## src/rtl/bcd_pkg.sv

```systemverilog
// Shared constants for the digit-serial BCD adder: digit width, BCD limits and FSM encodings.
package bcd_pkg;

    localparam int unsigned DIGIT_W  = 4;
    localparam int unsigned BCD_MAX  = 9;
    localparam int unsigned BCD_CORR = 6;

    localparam logic [1:0] ST_IDLE = 2'd0;
    localparam logic [1:0] ST_RUN  = 2'd1;
    localparam logic [1:0] ST_DONE = 2'd2;

endpackage

```

## src/rtl/bcd_digit_cell.sv

```systemverilog
// Combinational single-digit BCD adder: z/co = x + y + ci with decimal correction.
module bcd_digit_cell
    import bcd_pkg::*;
(
    input  logic [DIGIT_W-1:0] x_i,
    input  logic [DIGIT_W-1:0] y_i,
    input  logic               ci_i,
    output logic [DIGIT_W-1:0] z_o,
    output logic               co_o
);

    logic [DIGIT_W:0] sum_bin;
    logic [DIGIT_W:0] sum_corr;

    always_comb begin
        sum_bin  = {1'b0, x_i} + {1'b0, y_i} + {{DIGIT_W{1'b0}}, ci_i};
        sum_corr = sum_bin + (DIGIT_W + 1)'(BCD_CORR);
        if (sum_bin > (DIGIT_W + 1)'(BCD_MAX)) begin
            co_o = 1'b1;
            z_o  = sum_corr[DIGIT_W-1:0];
        end else begin
            co_o = 1'b0;
            z_o  = sum_bin[DIGIT_W-1:0];
        end
    end

endmodule

```

## src/rtl/bcd_serial_adder.sv

```systemverilog
// Digit-serial N-digit BCD adder, LSD first, one digit per clock.
// Optional input digit check enabled by defining BCD_INPUT_CHECK_EN.
module bcd_serial_adder
    import bcd_pkg::*;
#(
    parameter int unsigned DIGITS = 4
) (
    input  logic                   clk_i,
    input  logic                   rst_ni,
    input  logic                   start_i,
    input  logic [4*DIGITS-1:0]    a_i,
    input  logic [4*DIGITS-1:0]    b_i,
    input  logic                   cin_i,
    output logic                   ready_o,
    output logic                   busy_o,
    output logic                   done_o,
    output logic [4*DIGITS-1:0]    sum_o,
    output logic                   cout_o,
    output logic                   err_o
);

    localparam int unsigned W    = DIGIT_W * DIGITS;
    localparam int unsigned CntW = (DIGITS > 1) ? $clog2(DIGITS) : 1;

    logic [1:0]         state_q, state_d;
    logic [W-1:0]       a_q, a_d, b_q, b_d, sum_q, sum_d;
    logic               carry_q, carry_d, cout_q, cout_d;
    logic [CntW-1:0]    cnt_q, cnt_d;
    logic [DIGIT_W-1:0] cell_z;
    logic               cell_co;
    logic               accept;
    logic               last;

    bcd_digit_cell u_cell (
        .x_i  (a_q[DIGIT_W-1:0]),
        .y_i  (b_q[DIGIT_W-1:0]),
        .ci_i (carry_q),
        .z_o  (cell_z),
        .co_o (cell_co)
    );

    assign ready_o = (state_q == ST_IDLE) || (state_q == ST_DONE);
    assign busy_o  = (state_q == ST_RUN);
    assign done_o  = (state_q == ST_DONE);
    assign sum_o   = sum_q;
    assign cout_o  = cout_q;
    assign accept  = start_i && ready_o;
    assign last    = (cnt_q == CntW'(DIGITS - 1));

    always_comb begin
        state_d = state_q;
        a_d     = a_q;
        b_d     = b_q;
        sum_d   = sum_q;
        carry_d = carry_q;
        cout_d  = cout_q;
        cnt_d   = cnt_q;
        if (accept) begin
            state_d = ST_RUN;
            a_d     = a_i;
            b_d     = b_i;
            carry_d = cin_i;
            cnt_d   = '0;
        end else if (state_q == ST_RUN) begin
            a_d                     = a_q >> DIGIT_W;
            b_d                     = b_q >> DIGIT_W;
            sum_d                   = sum_q >> DIGIT_W;
            sum_d[W-1 -: DIGIT_W]   = cell_z;
            carry_d                 = cell_co;
            cnt_d                   = cnt_q + 1'b1;
            if (last) begin
                state_d = ST_DONE;
                cout_d  = cell_co;
            end
        end else if (state_q == ST_DONE) begin
            state_d = ST_IDLE;
        end
    end

    always_ff @(posedge clk_i) begin
        if (!rst_ni) begin
            state_q <= ST_IDLE;
            a_q     <= '0;
            b_q     <= '0;
            sum_q   <= '0;
            carry_q <= 1'b0;
            cout_q  <= 1'b0;
            cnt_q   <= '0;
        end else begin
            state_q <= state_d;
            a_q     <= a_d;
            b_q     <= b_d;
            sum_q   <= sum_d;
            carry_q <= carry_d;
            cout_q  <= cout_d;
            cnt_q   <= cnt_d;
        end
    end

`ifdef BCD_INPUT_CHECK_EN
    logic err_q, err_d;

    // Sticky across the whole operation; cleared only when a new operation is accepted.
    always_comb begin
        err_d = err_q;
        if (accept) begin
            err_d = 1'b0;
        end else if (state_q == ST_RUN) begin
            err_d = err_q | (a_q[DIGIT_W-1:0] > DIGIT_W'(BCD_MAX))
                          | (b_q[DIGIT_W-1:0] > DIGIT_W'(BCD_MAX));
        end
    end

    always_ff @(posedge clk_i) begin
        if (!rst_ni) begin
            err_q <= 1'b0;
        end else begin
            err_q <= err_d;
        end
    end

    assign err_o = err_q;
`else
    assign err_o = 1'b0;
`endif

endmodule
```

## config.mk

```make
export PLATFORM = sky130hd
export DESIGN_NAME = bcd_serial_adder
export DESIGN_NICKNAME = d
export VERILOG_FILES = /design/src/rtl/bcd_pkg.sv /design/src/rtl/bcd_digit_cell.sv /design/src/rtl/bcd_serial_adder.sv
export SDC_FILE = /design/constraint.sdc
export NUM_CORES = 1
export LEC_CHECK = 0
export ABC_AREA = 1
export CAP_MARGIN = 20
export CORE_UTILIZATION = 55
export CTS_BUF_LIST = sky130_fd_sc_hd__clkbuf_16
export DETAILED_ROUTE_END_ITERATION = 7
export PLACE_DENSITY = 0.82
export SYNTH_ARGS = -nofsm -noshare
export SYNTH_HDL_FRONTEND = slang
export SYNTH_HIERARCHICAL = 1
export SYNTH_SLANG_ARGS = --single-unit
```

## constraint.sdc

```tcl
create_clock -name clk_i -period 5.93 [get_ports clk_i]
set_input_delay 1.186 -clock clk_i [delete_from_list [all_inputs] [get_ports clk_i]]
set_output_delay 1.186 -clock clk_i [all_outputs]
set_load 0.05 [all_outputs]
```

==> impl_metrics.csv, run 1 <==
group,metric,value,unit
run_status,status,"complete, no violations",
routing,drc,0,
routing,drtPass1Iterations,4,
logic_synthesis,synth-compound-area-share,11.72,%
clock_network,cts-root-buf,"clkbuf_16",
cells_and_area,antennaDiodeCount,0,
placed_design,gp_congestion,0.7662,
logic_synthesis,syn-cell-area,2808,um2
logic_synthesis,yosysTopAreaCellShare,38.50,%
clock_network,postCtsHoldBufs,0,
logic_synthesis,ys_warn_count,6,
sta,tns,0,ns
die,core,4817,um2
placed_design,hpwl,4.006,mm
clock_network,clk_pin_slew,0.06,ns
setup_path,startpoint,"state_q[0]",
die,io_pins,57,
routing,wirelength,6.014,mm
routing,first_iter_violations,136,
die,die_w,73.45,um
hold_path,worstHoldStart,"cnt_q[1]",
logic_synthesis,synthCells,405,
sta,relSlewSlack,59.69,%
run,drv_cap,0,
logic_synthesis,post_synth_xor_area_fraction,0.3119,%
routing,antenna_left,0,
grt,grt_usage,23.82,%
sta,fin_skew,0.004426,ns
cells_and_area,seq_area,1081,um2
clock_network,h-tree-depth,2,
cells_and_area,syn_to_final_growth,22.06,%
cells_and_area,drive_gt1_share,4.944,%
power_and_ir_drop,max-vdd-ir-drop,274.2,uV
logic_synthesis,ys_seq_area_share,38.50,%
routing,vias,2593,
clock_network,cts_sinks,54,
die,die_h,73.45,um
logic_synthesis,synth-simple-area-share,32.26,%
grt,grt_pass1_vias,2346,
cells_and_area,postLayoutCoreUtil,71.14,%
setup_path,r2r_start,"a_q[0]",
setup_path,critPathArrivalTime,2.31,ns
power_and_ir_drop,p_per_area,292.2,nW/um2
sta,final.min_clock_period,3.495,ns
sta,tightestPinTransition,0.6037,ns
sta,min_period_over_period,58.94,%
sta,rsz0062_at_grt,"false",
hold_path,hold_class,"flip-flop to flip-flop",
setup_path,crit_fanout,27,
routing,wl_per_cell,11.75,um
clock_network,post_cts_buffers,0,
clock_network,cts_resized,0,
grt,grt_max_degree,56,
logic_synthesis,synth_top_flop_cell,"dfxtp_1",
power_and_ir_drop,p_leak,1.579,nW
logic_synthesis,synth_top_family_by_area,"simple AND/OR/NAND/NOR gates",
sta,hold_viol_final,0,
logic_synthesis,synth-adder-area-share,4.991,%
cells_and_area,multi_input_area,1388,um2
grt,grt-ovfl-total,0,
die,die_area,5395,um2
sta,slew_violations,0,
logic_synthesis,synth.area.top_cells,"dfxtp_1 (39%), nand2_1 (13%), nand3_1 (12%), a21oi_1 (6.8%), inv_1 (5.1%)",
logic_synthesis,synth_edf_count,0,
setup_path,path_class,"flip-flop to output port",
setup_path,crit_path_start_kind,"flip-flop",
clock_network,numCtsBuffers,5,
clock_network,cts_tree,"yes",
logic_synthesis,yosys.area.top_type,"dfxtp_1",
grt,grt_pass1_wl,10.23,mm
die,start_util,58.29,%
sta,setup_violations,0,
grt,antenna_found_initial,0,
sta,fmax,286.1,MHz
logic_synthesis,muxShareOfSynthArea,0,%
die,rows,25,
routing,vias_per_cell,5.064,
logic_synthesis,ys_types,25,
power_and_ir_drop,p_total,1.001,mW
cells_and_area,final_nets,490,
clock_network,clockBufferDepth,2,
logic_synthesis,synth_seq_cells,54,
logic_synthesis,async_reset_ff_share,0,%
clock_network,clk_latency,0.28,ns
placed_design,port_buffers,55,
setup_path,endpoint_kind,"output port",
logic_synthesis,synth.avg_cell_area,6.933,um2
logic_synthesis,mappedNetlistNets,451,
setup_path,required,4.74,ns
cells_and_area,nFillCells,460,
## power by group
part,total [mW],internal [mW],switching (mW)
registers,0.422,0.399,0.0225
logic,0.307,0.113,0.194
clock network,0.273,0.153,0.120
## synthesized netlist by cell type (2+ instances only)
master / count
nand2_4: 2
o21ai_0: 18
a21oi_1: 38
inv_1: 38
nand2_1: 100
dfxtp_1: 54
nor2_1: 35
fa_1: 2
buf_2: 7
clkbuf_1: 6
nand2_2: 5
nand3_1: 69
buf_6: 6
ha_1: 8
buf_4: 7
## path summary, 6_finish.rpt
path                            endpoint  slack, ns  cells after the start
worst max-delay path             ready_o       2.43                      5
worst min-delay path            cnt_q[1]       0.48                      2
worst max register to register   carry_q       3.53                     12
worst min register to register  cnt_q[1]       0.48                      2
## critical path, stage by stage, from the launching register on
cell	delay (ns)
dfxtp_1	0.32
inv_1	0.08
ha_1	0.24
inv_1	0.09
nand2_2	0.39
clkdlybuf4s50_1	0.91
## placed cells by master, fill, tap and decap left out, drive strengths merged, types with 2 or more instances in the layout
cell type,n
a21oi,40
buf,4
clkbuf,5
clkdlybuf4s50,55
clkinv,3
dfxtp,54
fa,2
ha,8
inv,41
nand2,107
nand3,69
nor2,35
o21ai,19
## metrics by stage
step                      hold slack (ns)  cell area (um2)  cells  setup WS (ns)
after floorplan                    0.4437             2808    405          3.355
after global placement             0.4564             3289    504          2.795
after detailed placement           0.4743             3289    504          2.749
after CTS                          0.4848             3427    512          2.435
after global routing               0.4950             3427    512          2.319
final                              0.4810             3427    512          2.435
## state kept, by name, summed over array words and instances (netlist names)
signal	count
a_q	16
cnt_q	2
sum_o	16
b_q	16
carry_q	1
cout_o	1
state_q	2
## cell type report
| type | instances | area share (%) |
|---|---|---|
| repair buffers | 59 | 16.94 |
| well taps | 67 | 2.446 |
| clock inverters | 3 | 0.3651 |
| inverters | 41 | 4.564 |
| flip-flops and latches | 54 | 31.54 |
| multi-input cells | 283 | 40.49 |
| clock buffers | 5 | 3.651 |
## cells by family (layout without fill, tap and decap cells)
logic type,Yosys count,after routing
AO/OA/AOI/OAI,60,60
XOR/XNOR,1,1
other,1,1
AND/OR/NAND/NOR,211,211
flip-flops,54,54
adder cells (fa/ha/maj),10,10
buffers and inverters,68,108
## layer usage
layer	part of all wire [%]	vias to the layer above	GRT usage [%]
met1	46	1175	29.87
met3	3.5	6	4.390
met5	0	-	0
met4	0.86	0	5.556
li1	-	1367	-
met2	49	45	42.20
Power figures use the tool's default switching activity.
==> run 2: changes to the inputs <==
--- a/config.mk
+++ b/config.mk
@@ -7,10 +7,10 @@
 export LEC_CHECK = 0
 export ABC_AREA = 1
 export CAP_MARGIN = 20
-export CORE_UTILIZATION = 55
+export CORE_UTILIZATION = 51
 export CTS_BUF_LIST = sky130_fd_sc_hd__clkbuf_16
 export DETAILED_ROUTE_END_ITERATION = 7
-export PLACE_DENSITY = 0.82
+export PLACE_DENSITY = 0.76
 export SYNTH_ARGS = -nofsm -noshare
 export SYNTH_HDL_FRONTEND = slang
 export SYNTH_HIERARCHICAL = 1
==> constraint.sdc (replaced) <==
create_clock -name clk_i -period 3.3 [get_ports clk_i]
set_input_delay 0.66 -clock clk_i [delete_from_list [all_inputs] [get_ports clk_i]]
set_output_delay 0.66 -clock clk_i [all_outputs]
set_load 0.05 [all_outputs]
==> impl_metrics.csv, run 2 (synthesis gave the netlist of run 1 again) <==
group,metric,value,unit
routing,drtPass1Iterations,6,
clock_network,post_cts_buffers,0,
cells_and_area,antennaDiodeCount,0,
routing,first_iter_violations,125,
power_and_ir_drop,internal_power,1.361,mW
power_and_ir_drop,power.net_switching,0.6247,mW
clock_network,cts_sinks,54,
cells_and_area,final_common_cell,"nand2_1",
sta,final.min_clock_period,2.688,ns
clock_network,clk_latency,0.29,ns
sta,tns,0,ns
placed_design,port_buffers,55,
die,io_pins,57,
routing,vias_per_cell,5.077,
sta,rsz0062_at_grt,"false",
die,rows,26,
grt,grt-ovfl-total,0,
setup_path,required,2.64,ns
setup_path,r2r_start,"a_q[0]",
sta,hold_viol_final,0,
clock_network,postCtsHoldBufs,0,
routing,vias,2635,
routing,antenna_left,0,
sta,relSlewSlack,59.90,%
cells_and_area,syn_to_final_growth,25.45,%
die,start_util,53.94,%
grt,grt_pass1_wl,10.76,mm
placed_design,hpwl,4.235,mm
placed_design,pre_cts_ws,0.9470,ns
power_and_ir_drop,p_total,1.985,mW
sta,min_period_over_period,81.45,%
die,die_area,5806,um2
power_and_ir_drop,max-vdd-ir-drop,341.9,uV
setup_path,path_class,"flip-flop to output port",
power_and_ir_drop,p_leak,1.624,nW
routing,wirelength,6.252,mm
setup_path,crit_path_start_kind,"flip-flop",
die,die_h,76.20,um
setup_path,endpoint_kind,"output port",
clock_network,cts_resized,0,
grt,antenna_found_initial,0,
clock_network,cts-root-buf,"clkbuf_16",
clock_network,h-tree-depth,2,
run,drv_cap,0,
sta,tightestPinTransition,0.6007,ns
hold_path,hold_class,"flip-flop to flip-flop",
clock_network,cts_tree,"yes",
run_status,status,"complete, no violations",
setup_path,critPathArrivalTime,2.03,ns
clock_network,numCtsBuffers,5,
sta,fmax,372.0,MHz
power_and_ir_drop,clkPwrFrac,33.3,%
cells_and_area,layout_common_cells,"nand2_1 (100), nand3_1 (69), dfxtp_1 (54), clkdlybuf4s50_1 (54)",
cells_and_area,final_nets,494,
setup_path,crit_fanout,3,
clock_network,clk_pin_slew,0.07,ns
placed_design,gp_congestion,0.7703,
grt,grt_usage,22.43,%
clock_network,clockBufferDepth,2,
routing,wl_per_cell,12.05,um
power_and_ir_drop,switching_share,31.47,%
grt,grt_max_degree,47,
die,die_w,76.20,um
power_and_ir_drop,p_seq_share,38.2,%
sta,fin_skew,0.004828,ns
sta,slew_violations,0,
setup_path,startpoint,"state_q[0]",
routing,drc,0,
sta,setup_violations,0,
power_and_ir_drop,combPwrFrac,28.5,%
hold_path,worstHoldStart,"cout_o",
grt,grt_pass1_vias,2465,
die,core,5205,um2
cells_and_area,drive_gt1_share,6.236,%
sta,fin_ws,0.6120,ns
power_and_ir_drop,p_per_area,563.7,nW/um2
run 2: path summary, 6_finish.rpt:
kind                            cells after the start       to  slack [ns]
worst max-delay path                                5  ready_o        0.61
worst min register to register                      2   cout_o        0.48
worst max register to register                     12  carry_q        0.95
worst min-delay path                                2   cout_o        0.48
run 2: critical path, cell delays in order (launching register included):
cell             delay, ns
dfxtp_1               0.33
inv_1                 0.09
ha_1                  0.30
inv_1                 0.10
nand2_2               0.10
clkdlybuf4s50_1       0.81
run 2: stage by stage:
step,area (um2),util (%),std cells,hold WS [ns]
4_1_cts,3502,67.28,518,0.4832
5_1_grt,3522,67.67,519,0.4945
2_1_floorplan,2808,-,405,0.4437
3_5_place_dp,3313,63.65,510,0.4735
3_3_place_gp,3313,63.65,510,0.4569
6_report,3522,67.67,519,0.4827
run 2: power by group through the flow:
stage | clock network, mW | registers, mW | logic [mW]
3_5_place_dp | 0 | 0.772 | 0.560
4_1_cts | 0.671 | 0.758 | 0.562
5_1_grt | 0.694 | 0.767 | 0.625
6_report | 0.661 | 0.758 | 0.566
2_1_floorplan | 0 | 0.841 | 0.346
3_3_place_gp | 0 | 0.771 | 0.547
run 2: layer usage:
layer  part of all wire, %  track usage, %  vias to the layer above
met3                   3.8           4.192                       10
met4                   1.7           7.308                        0
met2                    49           40.36                       63
li1                      -               -                     1372
met5                     0               0                        -
met1                    46           26.80                     1190
run 2: layout make-up:
cell class | count | area, um2
flip-flops and latches | 54 | 1081
fillers | 467 | 1683
clock buffers | 5 | 125.1
inverters | 41 | 156.4
repair buffers | 63 | 620.6
well taps | 70 | 87.58
clock inverters | 3 | 63.81
multi-input cells | 283 | 1388
